===== config.mk =====
export PLATFORM = sky130hd
export DESIGN_NAME = seq_multiplier
export DESIGN_NICKNAME = d
export VERILOG_FILES = /design/src/rtl/seq_multiplier.sv
export SDC_FILE = /design/constraint.sdc
export NUM_CORES = 1
export LEC_CHECK = 0
export CORE_MARGIN = 2
export CORE_UTILIZATION = 54
export CTS_CLUSTER_SIZE = 30
export DETAILED_ROUTE_END_ITERATION = 10
export PLACE_DENSITY_LB_ADDON = 0.08
export RECOVER_POWER = 50
export SETUP_SLACK_MARGIN = 0.5
export SLEW_MARGIN = 20
export SYNTH_ARGS = -nofsm -noshare
export SYNTH_HDL_FRONTEND = slang
export SYNTH_SLANG_ARGS = --single-unit

===== constraint.sdc =====
create_clock -name clk -period 2 [get_ports clk]
set_clock_uncertainty 0.1 [all_clocks]
set_input_delay 0.2 -clock clk [delete_from_list [all_inputs] [get_ports clk]]
set_output_delay 0.2 -clock clk [all_outputs]
set_load 0.1 [all_outputs]

===== src/rtl/seq_multiplier.sv =====
// Sequential shift-add multiplier: one adder row reused over N_BITS cycles.
// Signed operands are multiplied as magnitudes, and the sign is applied in a final FIX cycle.
module seq_multiplier #(
    parameter int N_BITS = 4
) (
    input  logic                  clk,
    input  logic                  rst_n,
    input  logic                  start,
    input  logic                  signed_mode,
    input  logic [N_BITS-1:0]     a,
    input  logic [N_BITS-1:0]     b,
    output logic                  busy,
    output logic                  done,
    output logic [2*N_BITS-1:0]   product
);

    localparam int CW = $clog2(N_BITS);

    typedef enum logic [1:0] {
        IDLE = 2'd0,
        CALC = 2'd1,
        FIX  = 2'd2
    } state_t;

    state_t                state_q;
    logic [N_BITS-1:0]     mcand_q;
    logic [N_BITS-1:0]     mplier_q;
    logic [N_BITS-1:0]     acc_hi_q;
    logic [N_BITS-1:0]     acc_lo_q;
    logic [CW-1:0]         count_q;
    logic                  neg_q;
    logic                  busy_q;
    logic                  done_q;
    logic [2*N_BITS-1:0]   product_q;

    logic [N_BITS-1:0]     a_mag_d;
    logic [N_BITS-1:0]     b_mag_d;
    logic                  neg_d;
    logic [N_BITS:0]       row_d;
    logic [2*N_BITS-1:0]   acc_d;

    // |-2^(N-1)| wraps to 2^(N-1), which is still correct when read as unsigned.
    always_comb begin
        a_mag_d = (signed_mode && a[N_BITS-1]) ? (N_BITS'(0) - a) : a;
        b_mag_d = (signed_mode && b[N_BITS-1]) ? (N_BITS'(0) - b) : b;
        neg_d   = signed_mode & (a[N_BITS-1] ^ b[N_BITS-1]);
        row_d   = {1'b0, acc_hi_q} + {1'b0, mcand_q & {N_BITS{mplier_q[0]}}};
        acc_d   = {acc_hi_q, acc_lo_q};
    end

    always_ff @(posedge clk or negedge rst_n) begin
        if (!rst_n) begin
            state_q   <= IDLE;
            mcand_q   <= '0;
            mplier_q  <= '0;
            acc_hi_q  <= '0;
            acc_lo_q  <= '0;
            count_q   <= '0;
            neg_q     <= 1'b0;
            busy_q    <= 1'b0;
            done_q    <= 1'b0;
            product_q <= '0;
        end else begin
            done_q <= 1'b0;
            case (state_q)
                IDLE: begin
                    if (start) begin
                        mcand_q  <= a_mag_d;
                        mplier_q <= b_mag_d;
                        neg_q    <= neg_d;
                        acc_hi_q <= '0;
                        acc_lo_q <= '0;
                        count_q  <= '0;
                        busy_q   <= 1'b1;
                        state_q  <= CALC;
                    end
                end
                CALC: begin
                    // Carry-out of the row becomes the new MSB as {row, acc_lo} shifts right.
                    acc_hi_q <= row_d[N_BITS:1];
                    acc_lo_q <= {row_d[0], acc_lo_q[N_BITS-1:1]};
                    mplier_q <= mplier_q >> 1;
                    count_q  <= count_q + CW'(1);
                    if (count_q == CW'(N_BITS - 1)) begin
                        state_q <= FIX;
                    end
                end
                FIX: begin
                    product_q <= neg_q ? ((2*N_BITS)'(0) - acc_d) : acc_d;
                    done_q    <= 1'b1;
                    busy_q    <= 1'b0;
                    state_q   <= IDLE;
                end
                default: begin
                    state_q <= IDLE;
                    busy_q  <= 1'b0;
                end
            endcase
        end
    end

    assign busy    = busy_q;
    assign done    = done_q;
    assign product = product_q;

endmodule


# Word level (Yosys, flattened, before mapping)
# Cells that the tools add are included.
[totals] output_inout_bits=10 ff_bits=31
[classes] n_addsub=5 reduce_logical=8 muxes=16 bitwise=4 eq_ne=5
[op_table] operator="one-hot mux 4 bit (2 select lines)" n=3
[op_table] operator="2-to-1 mux 4 bit" n=4
[op_table] operator="2-to-1 mux 8 bit" n=1
[op_table] operator="one-hot mux 2 bit (2 select lines)" n=2
[op_table] operator="AND reduction 2 bit" n=4
[op_table] operator="subtractor 1 x 4 -> 4 bit, first input constant" n=2
[op_table] operator="subtractor 1 x 8 -> 8 bit, first input constant" n=1
[op_table] operator="2-to-1 mux 2 bit" n=3
[op_table] operator="adder 4 x 4 -> 5 bit" n=1
[op_table] operator="AND 4 bit" n=1
[op_table] operator="== test 2 bit, second input constant" n=2
[op_table] operator="inequality test 2 bit, second input constant" n=2
[op_table] operator="adder 2 x 1 -> 2 bit, second input constant" n=1
[op_table] operator="== test 2 x 1 -> 1 bit, second input constant" n=1
[op_table] operator="logical AND 1 bit" n=2
[op_table] operator="zero test 2 bit" n=1
[op_table] operator="2-to-1 mux 1 bit" n=2
[op_table] operator="one-hot mux 1 bit (2 select lines)" n=1
[op_table] operator="nonzero test 2 bit" n=1
[op_table] operator="AND 1 bit" n=1
[op_table] operator="inverter 1 bit" n=1
[op_table] operator="XOR 1 bit" n=1

# Longest topological paths before layout
[logic_depth] ltp_word=4 ltp_mapped=7 ltp_nobuf=7

# Least setup slack after synthesis
# Ideal clock, no wire load.
[synth_path] kind="register to register" start="register acc_lo_q[1]" end="register product_q[7], in the netlist product[7]" arrival_ns=1.379 setup_ns=0.125 setup_slack_ns=0.397 synth_period_minus_slack_ns=1.603 stages_incl_launch_ff=5 path_buffers=0 path_cell_list="dfrtp_1 or4_4 o41ai_4 xor2_1 o21ai_1"
[synth_between] elab_chain_len=2
[synth_lines] item="start: declaration" line="29" source="logic [N_BITS-1:0] acc_lo_q;"
[synth_lines] item="start signal: assignment" line="81" source="acc_lo_q <= {row_d[0], acc_lo_q[N_BITS-1:1]};"
[synth_lines] item="subtractor 1 x 8 -> 8 bit" line="89" source="product_q <= neg_q ? ((2*N_BITS)'(0) - acc_d) : acc_d;"
[synth_lines] item="2-to-1 mux 8 bit" line="89"
[synth_lines] item="end signal: assignment" line="89"
[synth_lines] item="end: declaration" line="34" source="logic [2*N_BITS-1:0] product_q;"
# No other way between the ends.
# A chain may end at the register's enable or synchronous reset.

# Final worst setup path
[layout_path] start="register acc_lo_q[0]" end="register product_q[7], in the netlist product[7]"
# Same word-level chain as after synthesis.

==> results.md <==
* Post-route clock period utilization at 0.8264
* Clock Sinks at 31
* DRT Pass-1 Iters at 4
* Core Footprint at ~2800 um^2
* CTS tree: yes
* Hpwl dp at between 2000 and 2500 um
* Commonest non-fill, non-tap cell in the layout: dfrtp_1
* CP peak stage delay at around 0.56 ns
* Detailed Route Iter0 Violations at 38
* Post-Synth XOR/XNOR Area at 0.06006
* Slew HR at 0.4937
* Worst-path cell chain: or4_4 -> o41ai_4 -> xor2_1 -> o21ai_1
* Drt total wl at between 3000 and 4000 um
* Die Area at about 3400 um^2
* Layout area overhead at 24.41%
* Top post-synthesis cells by area: dfrtp_1, ha_1, o21ai_0
* ANT nets after route at 0
* Mapped Area at between 1500 and 2000 um^2
* Worst EP required at ~2.1 ns
* Critical Path End: product[7]$_DFFE_PN0P_
* Syn avg cell area at 10.15 um^2
* Main combinational cell family by area after synthesis: compound AO/OA/AOI/OAI gates
* Slew Viols, Final at 0
* Endpoint class of the critical path: register
* Kind of critical path: reg2reg
* Tmin final at 1.653 ns
* Pleak at 0.9422 nW
* R2r setup slk at about 0.35 ns
* H-tree depth at 2
* Most frequent cells in the layout: dfrtp_1, buf_4, nand2_1
* Worst Path Max Fanout at 2
* Syn. warnings at 0
* Peak Freq at about 600 MHz
* GP Congestion at ~0.77
* Worst-path clk slew at 0.10 ns
* PwrDens at approximately 1800 nW/um^2
* # DRC at 0
* Crit path from: acc_lo_q[0]$_DFFE_PN0P_
* Pwr Total at roughly 0.0036 W
* Yosys cell types at 35
* Buffers on Ports at 21
* Post-layout util at 0.7175
* RR Endpoint: product[7]$_DFFE_PN0P_
* Largest net degree at the start of global routing at 32
* Synth area leader: dfrtp_1
* Post-CTS Hold Buffers at 0
* Worst EP arrival at around 1.8 ns
* Min Hold Slack at between 0.3 and 0.4 ns
* Final hold viol count at 0
* Critical Path Start Type: register
* Clock insertion delay at the later pin of the skew report at ~0.34 ns
* Initial antenna violation count at 0
* First-pass GRT wire length at around 5000 um
* Vias at between 1000 and 1500
* Slowest CP cell: or4_4
* Fill cells at 215
* Peak VDD IR at 1.488 mV
* Final setup vio count at 0
* Hold Crit Class: in2async
* Final net count at ~210
* Row cnt at 19
* RSZ-0062 raised after global routing: yes
* Max cap viols at 0
* Width of the die at approximately 59 um
* Mux contribution to synthesized area at 0.02574
* Reg-to-Reg Start: acc_lo_q[0]$_DFFE_PN0P_
* All-layer global routing usage at 0.2019
* Gate Count Post-Synth at between 150 and 200
* Share of the synthesized area in the top cell type at 0.4836
* IO Count at 22
* Wire length per cell at 13.61 um
* Status: finished, final reports clean
* Syn nets at between 150 and 200
* Ant diodes at 0
* Routed vias/inst at ~5.3
* FF-to-FF path depth at 4
* Post-Synth Simple-Gate Area at 0.1349
* Gr ovfl total at 0
* Seq/Total Area, Yosys at 0.4836
* CTS max path bufs at 2
* Root Driver: clkbuf_4
* Worst-Margin Slew at 0.7594 ns
* Vias in the first global route at 1140
* Layout cells sized above 1 at 0.2332
* Synth Area in Compound Gates at 0.1708
* Die height at 58.50 um
* Setup total negative slack at 0 ns
* Area share of fa/ha/maj cells after synthesis at 0.07488
* Seq cells post-synth at 31
* CTS buffer count at 5
* Initial Util at 0.5767
[power breakdown]
group	total [W]	switching [W]	leakage (nW)	internal, W
logic	0.00205	0.00130	0.519	0.000756
registers	0.00116	0.000251	0.385	0.000906
clock network	0.000429	0.000222	0.0386	0.000207
[routing by layer]
layer | share of wire | up-vias | track usage
li1 | - | 604 | -
met1 | 0.46 | 559 | 0.2544
met2 | 0.48 | 28 | 0.3178
met3 | 0.046 | 4 | 0.07253
met4 | 0.018 | 0 | 0.07973
met5 | 0 | - | 0
[sequential cells by signal, indices dropped and copies added (netlist names)]
signal    cells
product       8
acc_hi_q      4
acc_lo_q      4
mcand_q       4
mplier_q      4
count_q       2
state_q       2
busy          1
done          1
neg_q         1
[synthesized netlist by cell type]
library cell / number
dfrtp_1: 31
nand2_1: 18
o21ai_0: 15
inv_1: 13
nor2_1: 11
ha_1: 8
xor2_1: 6
a21oi_1: 5
xnor2_1: 5
and2_1: 4
a22o_1: 3
mux2i_1: 3
nand2b_1: 3
nor2b_1: 3
o21ai_1: 3
o31ai_1: 3
a221oi_1: 2
a22oi_1: 2
clkbuf_1: 2
nand3_1: 2
nor3b_1: 2
a21o_1: 1
a22o_2: 1
a31o_2: 1
a32o_1: 1
buf_2: 1
buf_4: 1
buf_6: 1
fa_1: 1
mux2_2: 1
nand2b_2: 1
o21bai_1: 1
o22ai_1: 1
o41ai_4: 1
or4_4: 1
[critical path, delay by kind of cell, from the launching register on]
| family | cells | cell delay, ns |
|---|---|---|
| flops | 1 | 0.40 |
| compound gates | 2 | 0.30 |
| simple gates | 1 | 0.56 |
| xor+xnor | 1 | 0.17 |
[cells by family (layout without fill, tap and decap cells)]
kind of cell / count (synthesis) / after routing
AND/OR/NAND/NOR: 45 / 45
AO/OA/AOI/OAI: 40 / 40
flip-flops: 31 / 31
buffers and inverters: 18 / 53
XOR/XNOR: 11 / 11
adder cells (fa/ha/maj): 9 / 9
multiplexers: 4 / 4
[how the worst min path moves through the flow]
| stage | from | endpoint | slack [ns] | cells past startpoint |
|---|---|---|---|---|
| final | rst_n | state_q[0]$_DFFE_PN0P_ | 0.35 | 2 |
| after detailed placement | product[6]$_DFFE_PN0P_ | product[6]$_DFFE_PN0P_ | 0.37 | 2 |
| after CTS | rst_n | state_q[0]$_DFFE_PN0P_ | 0.16 | 2 |
| after global placement | product[4]$_DFFE_PN0P_ | product[4]$_DFFE_PN0P_ | 0.36 | 2 |
| after global routing | a[3] | mcand_q[3]$_DFFE_PN0P_ | 0.40 | 3 |
| after floorplan | rst_n | acc_hi_q[0]$_DFFE_PN0P_ | -0.20 | 0 |
[through the flow]
stage | instance area, um^2 | setup WS [ns] | std cells
after floorplan | 1614 | 0.4079 | 158
after global placement | 1837 | 0.2671 | 209
after detailed placement | 1837 | 0.1588 | 209
after CTS | 1974 | 0.3154 | 223
after global routing | 1996 | 0.2443 | 224
final | 1996 | 0.3472 | 224
[layout make-up]
class / count / area, um^2 / area share
Tap cell: 31 / 38.79 / 0.01944
Multi-Input combinational cell: 109 / 795.8 / 0.3987
Sequential cell: 31 / 777.0 / 0.3893
Clock buffer: 8 / 68.82 / 0.03448
Timing Repair Buffer: 32 / 266.5 / 0.1335
Inverter: 13 / 48.80 / 0.02445
[what timing repair did]
action / CTS / global route
cloned: 0 / 0
setup endpoints to repair: 16 / 21
pin swaps: 10 / 7
hold endpoints to repair: 0 / 0
buffers inserted: 6 / 1
resized for setup: 8 / 5
Power figures use the tool's default switching activity.
